[config.mk]
export PLATFORM = sky130hd
export DESIGN_NAME = spi_alu_slave_sync
export DESIGN_NICKNAME = d
export VERILOG_FILES = /design/src/rtl/spi_alu_pkg.sv /design/src/rtl/spi_alu_unit.sv /design/src/rtl/spi_alu_slave_sync.sv
export SDC_FILE = /design/constraint.sdc
export NUM_CORES = 1
export LEC_CHECK = 0
export ABC_AREA = 1
export BUFFER_PORTS_ARGS = -buffer_cell sky130_fd_sc_hd__buf_2
export CAP_MARGIN = 20
export CORE_UTILIZATION = 62
export DETAILED_ROUTE_END_ITERATION = 12
export PLACE_DENSITY = 0.84
export SKIP_CTS_REPAIR_TIMING = 1
export SLEW_MARGIN = 5
export SYNTH_ARGS = -nofsm -noshare
export SYNTH_HDL_FRONTEND = slang
export SYNTH_SLANG_ARGS = --single-unit
export TNS_END_PERCENT = 1
[constraint.sdc]
create_clock -name SLK -period 2.9 [get_ports SLK]
set_input_delay 0.29 -clock SLK [delete_from_list [all_inputs] [get_ports SLK]]
set_output_delay 0.29 -clock SLK [all_outputs]
set_load 0.05 [all_outputs]
[src/rtl/spi_alu_pkg.sv]
// Shared types and helpers for the SPI-controlled ALU slave.
package spi_alu_pkg;

  typedef enum logic [1:0] {
    OP_ADD = 2'd0,
    OP_SUB = 2'd1,
    OP_AND = 2'd2,
    OP_OR  = 2'd3
  } op_e;

  typedef enum logic [1:0] {
    IDLE   = 2'd0,
    SHIFT  = 2'd1,
    COMMIT = 2'd2
  } state_e;

  // Frame is op[1:0] followed by A and B.
  function automatic int frame_len(input int width);
    return 2 + 2 * width;
  endfunction

endpackage

[src/rtl/spi_alu_unit.sv]
// Combinational ALU with N/Z/C/V flags, evaluated in WIDTH+1 bits.
module spi_alu_unit
  import spi_alu_pkg::*;
#(
  parameter int WIDTH = 4
) (
  input  logic [1:0]       op,
  input  logic [WIDTH-1:0] a,
  input  logic [WIDTH-1:0] b,
  output logic [WIDTH-1:0] result,
  output logic             n,
  output logic             z,
  output logic             c,
  output logic             v
);

  logic [WIDTH:0] ext;

  // Operation select; C is "no borrow" for subtraction.
  always_comb begin
    ext = '0;
    c   = 1'b0;
    v   = 1'b0;
    unique case (op_e'(op))
      OP_ADD: begin
        ext = {1'b0, a} + {1'b0, b};
        c   = ext[WIDTH];
        v   = (a[WIDTH-1] == b[WIDTH-1]) && (ext[WIDTH-1] != a[WIDTH-1]);
      end
      OP_SUB: begin
        ext = {1'b0, a} - {1'b0, b};
        c   = ~ext[WIDTH];
        v   = (a[WIDTH-1] != b[WIDTH-1]) && (ext[WIDTH-1] != a[WIDTH-1]);
      end
      OP_AND: ext = {1'b0, a & b};
      OP_OR:  ext = {1'b0, a | b};
    endcase
    result = ext[WIDTH-1:0];
    n      = ext[WIDTH-1];
    z      = (ext[WIDTH-1:0] == '0);
  end

endmodule

[src/rtl/spi_alu_slave_sync.sv]
// SPI mode-0 ALU slave on a single system clock: synchronized SPI pins,
// frame receive/transmit FSM, registered ALU results and a PWM speed output.
module spi_alu_slave_sync
  import spi_alu_pkg::*;
#(
  parameter int WIDTH       = 4,
  parameter int SYNC_STAGES = 2,
  parameter int CNT_W       = 8
) (
  input  logic             SLK,
  input  logic             RST_n,
  input  logic             CS,
  input  logic             SCLK,
  input  logic             MOSI,
  output logic             MISO,
  output logic [WIDTH-1:0] A,
  output logic [WIDTH-1:0] B,
  output logic [1:0]       op,
  output logic [WIDTH-1:0] result,
  output logic             N,
  output logic             Z,
  output logic             C,
  output logic             V,
  output logic             frame_valid,
  output logic             frame_err,
  output logic [CNT_W-1:0] frame_count,
  output logic             speed
);

  localparam int F    = frame_len(WIDTH);
  localparam int BC_W = $clog2(F + 2);
  localparam logic [BC_W-1:0] BC_FULL = BC_W'(F);
  localparam logic [BC_W-1:0] BC_MAX  = BC_W'(F + 1);

  logic [SYNC_STAGES-1:0] cs_sync, sclk_sync, mosi_sync;
  logic cs_q, sclk_q;
  logic cs_s, sclk_s, mosi_s;
  logic cs_fall, cs_rise, sclk_rise, sclk_fall;

  state_e state, state_nx;
  logic [BC_W-1:0] bit_cnt, cnt_nx;
  logic [F-1:0]    rx_sr, tx_sr, tx_word;
  logic            fall_pend;
  logic            load_tx, shift_rx, shift_tx, commit, err;

  logic [WIDTH-1:0] alu_a, alu_b, alu_res;
  logic [1:0]       alu_op;
  logic             alu_n, alu_z, alu_c, alu_v;
  logic [WIDTH-1:0] pwm_cnt, duty;

  // Synchronizer chains plus one delay stage for edge detection.
  always_ff @(posedge SLK) begin
    if (!RST_n) begin
      cs_sync   <= '0;
      sclk_sync <= '0;
      mosi_sync <= '0;
      cs_q      <= 1'b0;
      sclk_q    <= 1'b0;
    end else begin
      cs_sync   <= {cs_sync[SYNC_STAGES-2:0], CS};
      sclk_sync <= {sclk_sync[SYNC_STAGES-2:0], SCLK};
      mosi_sync <= {mosi_sync[SYNC_STAGES-2:0], MOSI};
      cs_q      <= cs_sync[SYNC_STAGES-1];
      sclk_q    <= sclk_sync[SYNC_STAGES-1];
    end
  end

  assign cs_s      = cs_sync[SYNC_STAGES-1];
  assign sclk_s    = sclk_sync[SYNC_STAGES-1];
  assign mosi_s    = mosi_sync[SYNC_STAGES-1];
  assign cs_fall   = cs_q & ~cs_s;
  assign cs_rise   = ~cs_q & cs_s;
  assign sclk_rise = ~sclk_q & sclk_s;
  assign sclk_fall = sclk_q & ~sclk_s;

  // Bit count including an SCLK rise in this cycle, so a coincident CS rise
  // sees the final bit.
  assign cnt_nx = (sclk_rise && bit_cnt != BC_MAX) ? bit_cnt + 1'b1 : bit_cnt;

  // FSM state register.
  always_ff @(posedge SLK) begin
    if (!RST_n) state <= IDLE;
    else        state <= state_nx;
  end

  // FSM next-state logic.
  always_comb begin
    state_nx = state;
    unique case (state)
      IDLE:    if (cs_fall || fall_pend) state_nx = SHIFT;
      SHIFT:   if (cs_rise) state_nx = (cnt_nx == BC_FULL) ? COMMIT : IDLE;
      COMMIT:  state_nx = IDLE;
      default: state_nx = IDLE;
    endcase
  end

  // FSM outputs: datapath enables per state.
  always_comb begin
    load_tx  = 1'b0;
    shift_rx = 1'b0;
    shift_tx = 1'b0;
    commit   = 1'b0;
    err      = 1'b0;
    unique case (state)
      IDLE:   load_tx = 1'b1;
      SHIFT: begin
        shift_rx = sclk_rise;
        shift_tx = sclk_fall;
        err      = cs_rise && (cnt_nx != BC_FULL);
      end
      COMMIT: commit = 1'b1;
      default: ;
    endcase
  end

  // Reply word: previous result and flags, zero padded to the frame length.
  always_comb begin
    tx_word = '0;
    tx_word[F-1 -: WIDTH+4] = {result, N, Z, C, V};
  end

  // Shift registers, bit counter and the deferred CS-fall flag.
  always_ff @(posedge SLK) begin
    if (!RST_n) begin
      bit_cnt   <= '0;
      rx_sr     <= '0;
      tx_sr     <= '0;
      fall_pend <= 1'b0;
    end else begin
      fall_pend <= (state == COMMIT) && cs_fall;
      if (load_tx) begin
        bit_cnt <= '0;
        tx_sr   <= tx_word;
      end else begin
        if (state == SHIFT) bit_cnt <= cnt_nx;
        if (shift_tx)       tx_sr   <= {tx_sr[F-2:0], 1'b0};
      end
      if (shift_rx) rx_sr <= {rx_sr[F-2:0], mosi_s};
    end
  end

  assign MISO   = ~CS & tx_sr[F-1];
  assign alu_op = rx_sr[F-1 -: 2];
  assign alu_a  = rx_sr[2*WIDTH-1 -: WIDTH];
  assign alu_b  = rx_sr[WIDTH-1:0];

  spi_alu_unit #(.WIDTH(WIDTH)) u_alu (
    .op     (alu_op),
    .a      (alu_a),
    .b      (alu_b),
    .result (alu_res),
    .n      (alu_n),
    .z      (alu_z),
    .c      (alu_c),
    .v      (alu_v)
  );

  // Commit register: operands, ALU outputs, status pulses and frame count.
  always_ff @(posedge SLK) begin
    if (!RST_n) begin
      op          <= '0;
      A           <= '0;
      B           <= '0;
      result      <= '0;
      {N, Z, C, V} <= '0;
      frame_valid <= 1'b0;
      frame_err   <= 1'b0;
      frame_count <= '0;
    end else begin
      frame_valid <= commit;
      frame_err   <= err;
      if (commit) begin
        op          <= alu_op;
        A           <= alu_a;
        B           <= alu_b;
        result      <= alu_res;
        {N, Z, C, V} <= {alu_n, alu_z, alu_c, alu_v};
        frame_count <= frame_count + 1'b1;
      end
    end
  end

  // PWM: duty only reloads at counter wrap so a period is never split.
  always_ff @(posedge SLK) begin
    if (!RST_n) begin
      pwm_cnt <= '0;
      duty    <= '0;
    end else begin
      pwm_cnt <= pwm_cnt + 1'b1;
      if (&pwm_cnt) duty <= result;
    end
  end

  assign speed = (pwm_cnt < duty);

endmodule
Yosys cells after proc, flatten, opt, wreduce, memory -nomap -nowiden
Index checks and enable logic that the tools add are counted.

$add $sub $neg: 5. Multipliers: 0. Divide/modulo/power cells: 0. Magnitude comparators: 1. Eq/ne operators: 14. Shifts and indexed selects: 0. Muxes and demuxes: 14. Bitwise operators: 14. Reduce and logical (&&, ||, !) cells: 14.

Operator list (number): 10-bit two-way mux (2); 4-bit case mux with 4 select lines (1); 4-bit by 1-bit adder with 4-bit output, second input constant (2); 8-bit by 1-bit adder with 8-bit output, second input constant (1); 4-bit inequality test, second input constant (2); 1-bit inverter (7); 2-bit equality test, second input constant (3); 2-bit two-way mux (3); 4-bit by 4-bit adder with 5-bit output (1); 1-bit AND (5); 1-bit logical AND (5); 4-bit by 4-bit subtractor with 5-bit output (1); 4-bit AND (1); 2-bit by 1-bit equality test with 1-bit output, second input constant (2); 4-bit equality test, second input constant (1); 2-bit zero test (2); 4-bit zero test (1); 4-bit less-than comparator (1); 1-bit two-way mux (4); 4-bit two-way mux (1); 2-bit inequality test, second input constant (2); 4-bit bitwise OR (1); 1-bit case mux with 2 select lines (2); 2-bit case mux with 2 select lines (1); other kinds (7) (10).

Register bits: 69. Latch bits: 0. RAM bits: 0. Bits in read-only memories: 0. Input bits: 5. Output and inout bits: 30. Word-level logic and storage cells: 85. Memories kept: 0.

Depth between registers and ports, before layout
Word-level depth: 8. Depth in mapped cells: 13.

Modules after synthesis
From an unflattened synthesis, not the netlist that was laid out.

Cells, all modules: 470. Area total of the unflattened synthesis: 3325.7 µm².

By module, submodules not included: spi_alu_slave_sync (times used 1, cells an instance 370, area an instance 2745.1 µm², sequential area each 1381.3 µm²); spi_alu_unit (times used 1, cells an instance 100, area an instance 580.6 µm², sequential area each 0.0 µm²).

Worst setup path after synthesis
No wires, ideal clock.

Path kind: register -> output. Start point: reg pwm_cnt[1]. End point: out speed. Arrival: 1.610 ns. Required time: 2.610 ns. Path slack: 1.000 ns. Stages on the path, launching flop included: 6. Buffers on the path: 0. Cells stage by stage: dfxtp_1 ha_1 o21ai_0 nand2_1 a21o_1 a21oi_1.

Word-level cells in the longest chain between the ends: 1.

RTL lines: start, declared (line spi_alu_slave_sync.sv:49) `logic [WIDTH-1:0] pwm_cnt, duty;`; start signal, assigned (line spi_alu_slave_sync.sv:189) `pwm_cnt <= pwm_cnt + 1'b1;`; 4-bit less-than comparator (line spi_alu_slave_sync.sv:194) `assign speed = (pwm_cnt < duty);`; end, declared (line spi_alu_slave_sync.sv:27) `output logic speed`.

Every way passes these cells.

Worst setup path after layout
Ends and elaborated chain as after synthesis.

==> metrics <==
worst-margin pin slew=666 ps; RR Endpoint=frame_count[6]; largest family of logic cells by synthesized area=simple AND/OR/NAND/NOR gates; Netlist Area Pre-Place=0.00308 mm2; initial antenna violation count=0; Fmax=0.511 GHz; DR WL met2=about 3000 um; Synth Area in Compound Gates=0.173; final instance area=0.00349 mm2; total power=between 0.0015 and 0.002 W; NetSw=0.000465 W; sequential cell area fraction in the yosys report=0.442; Std-Cell Rows=25; GRT Overall Usage=0.272; top sig layer=met4; first-pass GRT wire length=10900 um; Clk pin slew, worst setup/hold paths=70 ps; Max FO, Critical Path=3; count of input and output buffers=34; placed instance area=0.00328 mm2; r2r setup slk=approximately 1100 ps; clock share of power=0.417; most frequent cell after synthesis=nand2_1; Starting DRT DRC Count=about 280; mux share of post-synthesis cell area=0; Sw Share=0.245; Routed Antenna Nets=0; # diodes=0; Synth top cells by count=nand2_1 (76), dfxtp_1 (68), inv_1 (54); total core area=~0.0048 mm2; Fin Clk Skew=8.27 ps; syn_area_per_cell=7.58 um2; WS Path Type=flop to primary output; Area Growth Syn to Fin=13.3%; initial core utilization=0.647; synthesized flop and latch total=68; post-synthesis cell type count=31; fin. max-slew vios=0; Syn Inst Count=406; Final Setup Violations=0; global placement routability congestion=slightly above 0.9; simple-gate portion of the synthesized area=0.197; Synth Area in Adders=0.0862; 1st-pass router iterations=5; Die W=72.5 um; drt total wl=6390 um; Yosys Warn Count=0; DP Wirelength=4350 um; crit path launch type=flop; pin count of the biggest net entering global routing=45; clock tree root buffer cell=clkbuf_8; internal power=0.00144 W; Comb power frac=0.073; Routed wire per std cell=12.5 um; WHS=122 ps; H-tree depth=3; Synth area leaders=dfxtp_1 (44%), nand2_1 (9.3%), a21oi_1 (7.8%); CP arrival=1670 ps; xor/xnor share of the synthesized area=0.0142; worst skew pair latency=350 ps; leading area contributor after synthesis=dfxtp_1; Setup crit end=speed; total CTS buffers=9; Pwr Density=between 500 and 600 mW/mm2; share of Yosys cell area claimed by the top area cell type=0.442; Reg power frac=0.509; Req. time, crit path=2610 ps; full die area=0.00525 mm2; DR vias/cell=5.34; CTS Sinks=68; vias in the first global route=2490; leakage power=1.62 nW; final worst-path cycle share=0.675; die height=72.5 um; endpoints failing hold=0; max-cap viol count=0; reg2reg start=state[1]; post-layout min period=between 1500 and 2000 ps; Hold WC Path Type=primary input to flop; worst relative slew slack=0.556; CTS max path bufs=2; met3 wire len=roughly 260 um; Critical Path Start=pwm_cnt[1]; Post-synth EDFFs=0; DRC=0; Post-Syn Nets=431; Synth Flop Type=dfxtp_1; CP Capture Type=primary output; setup TNS=0 ps; maximum vdd drop=293 uV; via count=2728; RSZ-0062 raised after global routing=no; layout cells sized above 1=0.135; I/O pin count=35; CTS tree=done; nets=464; FF-to-FF path depth=7; M1 wire length=2990 um; GRT overflow=0; outcome=complete, no violations; fraction of registers with async set/reset=0
-- logic make-up after synthesis --
group | after synthesis
adder cells (fa/ha/maj) | 20
AND/OR/NAND/NOR | 143
buffers and inverters | 70
XOR/XNOR | 5
AO/OA/AOI/OAI | 100
flip-flops | 68
-- power groups by stage --
stage,Clock [W],Combinational (W),Sequential [W]
after global placement,0,0.000131,0.000989
after CTS,0.000798,0.000139,0.000969
final,0.000793,0.000140,0.000969
after floorplan,0,0.000106,0.000987
after global routing,0.000845,0.000158,0.000971
after detailed placement,0,0.000135,0.000990
-- critical path, stage by stage (launching register included) --
cell and delay (ps):
dfxtp_1 340, ha_1 290, o21ai_0 80, nand2_1 80
a21o_1 160, a21oi_1 110, buf_2 270
-- cell type report --
class / count / area [um2]
clock buffer: 12 / 155
clock inverter: 4 / 47.5
fill: 391 / 1270
inverter: 57 / 214
multi-input combinational: 268 / 1450
sequential: 68 / 1360
tap: 67 / 83.8
timing repair buffer: 35 / 178
-- flip-flops by register name, indices dropped and copies added (netlist names) --
register / cells
V: 1
sclk_q: 1
bit_cnt: 4
cs_sync: 2
sclk_sync: 2
frame_err: 1
frame_valid: 1
op: 2
result: 4
frame_count: 8
rx_sr: 10
mosi_sync: 2
cs_q: 1
C: 1
pwm_cnt: 4
duty: 4
Z: 1
A: 4
B: 4
state: 2
fall_pend: 1
tx_sr: 8
-- stage by stage --
step           std cells  setup WS [ps]  utilization
6_report             511            944        0.733
5_1_grt              511            824        0.733
4_1_cts              511            936        0.733
3_5_place_dp         495           1110        0.691
3_3_place_gp         495           1180        0.691
2_1_floorplan        406           1000            -
-- layer usage --
metal	global-route usage	vias up
met4	0.148	0
met3	0.0556	12
li1	-	1390
met5	0	-
met1	0.335	1247
met2	0.448	79
-- worst min path at each step --
stage	slack, ps	to	cells after the start	from
4_1_cts	120	sclk_sync[0]	3	SCLK
5_1_grt	130	sclk_sync[0]	3	SCLK
3_3_place_gp	390	mosi_sync[1]	2	mosi_sync[0]
2_1_floorplan	380	cs_sync[0]	2	CS
6_report	120	sclk_sync[0]	3	SCLK
3_5_place_dp	400	mosi_sync[1]	2	mosi_sync[0]
-- cells in the final DEF (no fill, tap or decap), drive strengths merged --
master,Yosys,routed
nand2,78,78
dfxtp,68,68
inv,57,57
a21oi,48,48
o21ai,41,41
buf,3,35
nor2,33,33
nand3,22,22
ha,18,18
clkbuf,10,12
a311oi,4,4
xor2,3,3
nor3,3,3
a21o,2,2
nand3b,2,2
nand4,2,2
or2,2,2
xnor2,2,2
fa,2,2
clkinv,0,2
nor4,1,1
o2111ai,1,1
a31oi,1,1
a22oi,1,1
o211ai,1,1
o21a,1,1
clkinvlp,0,1
bufinv,0,1
(Power assumes the default switching activity.)
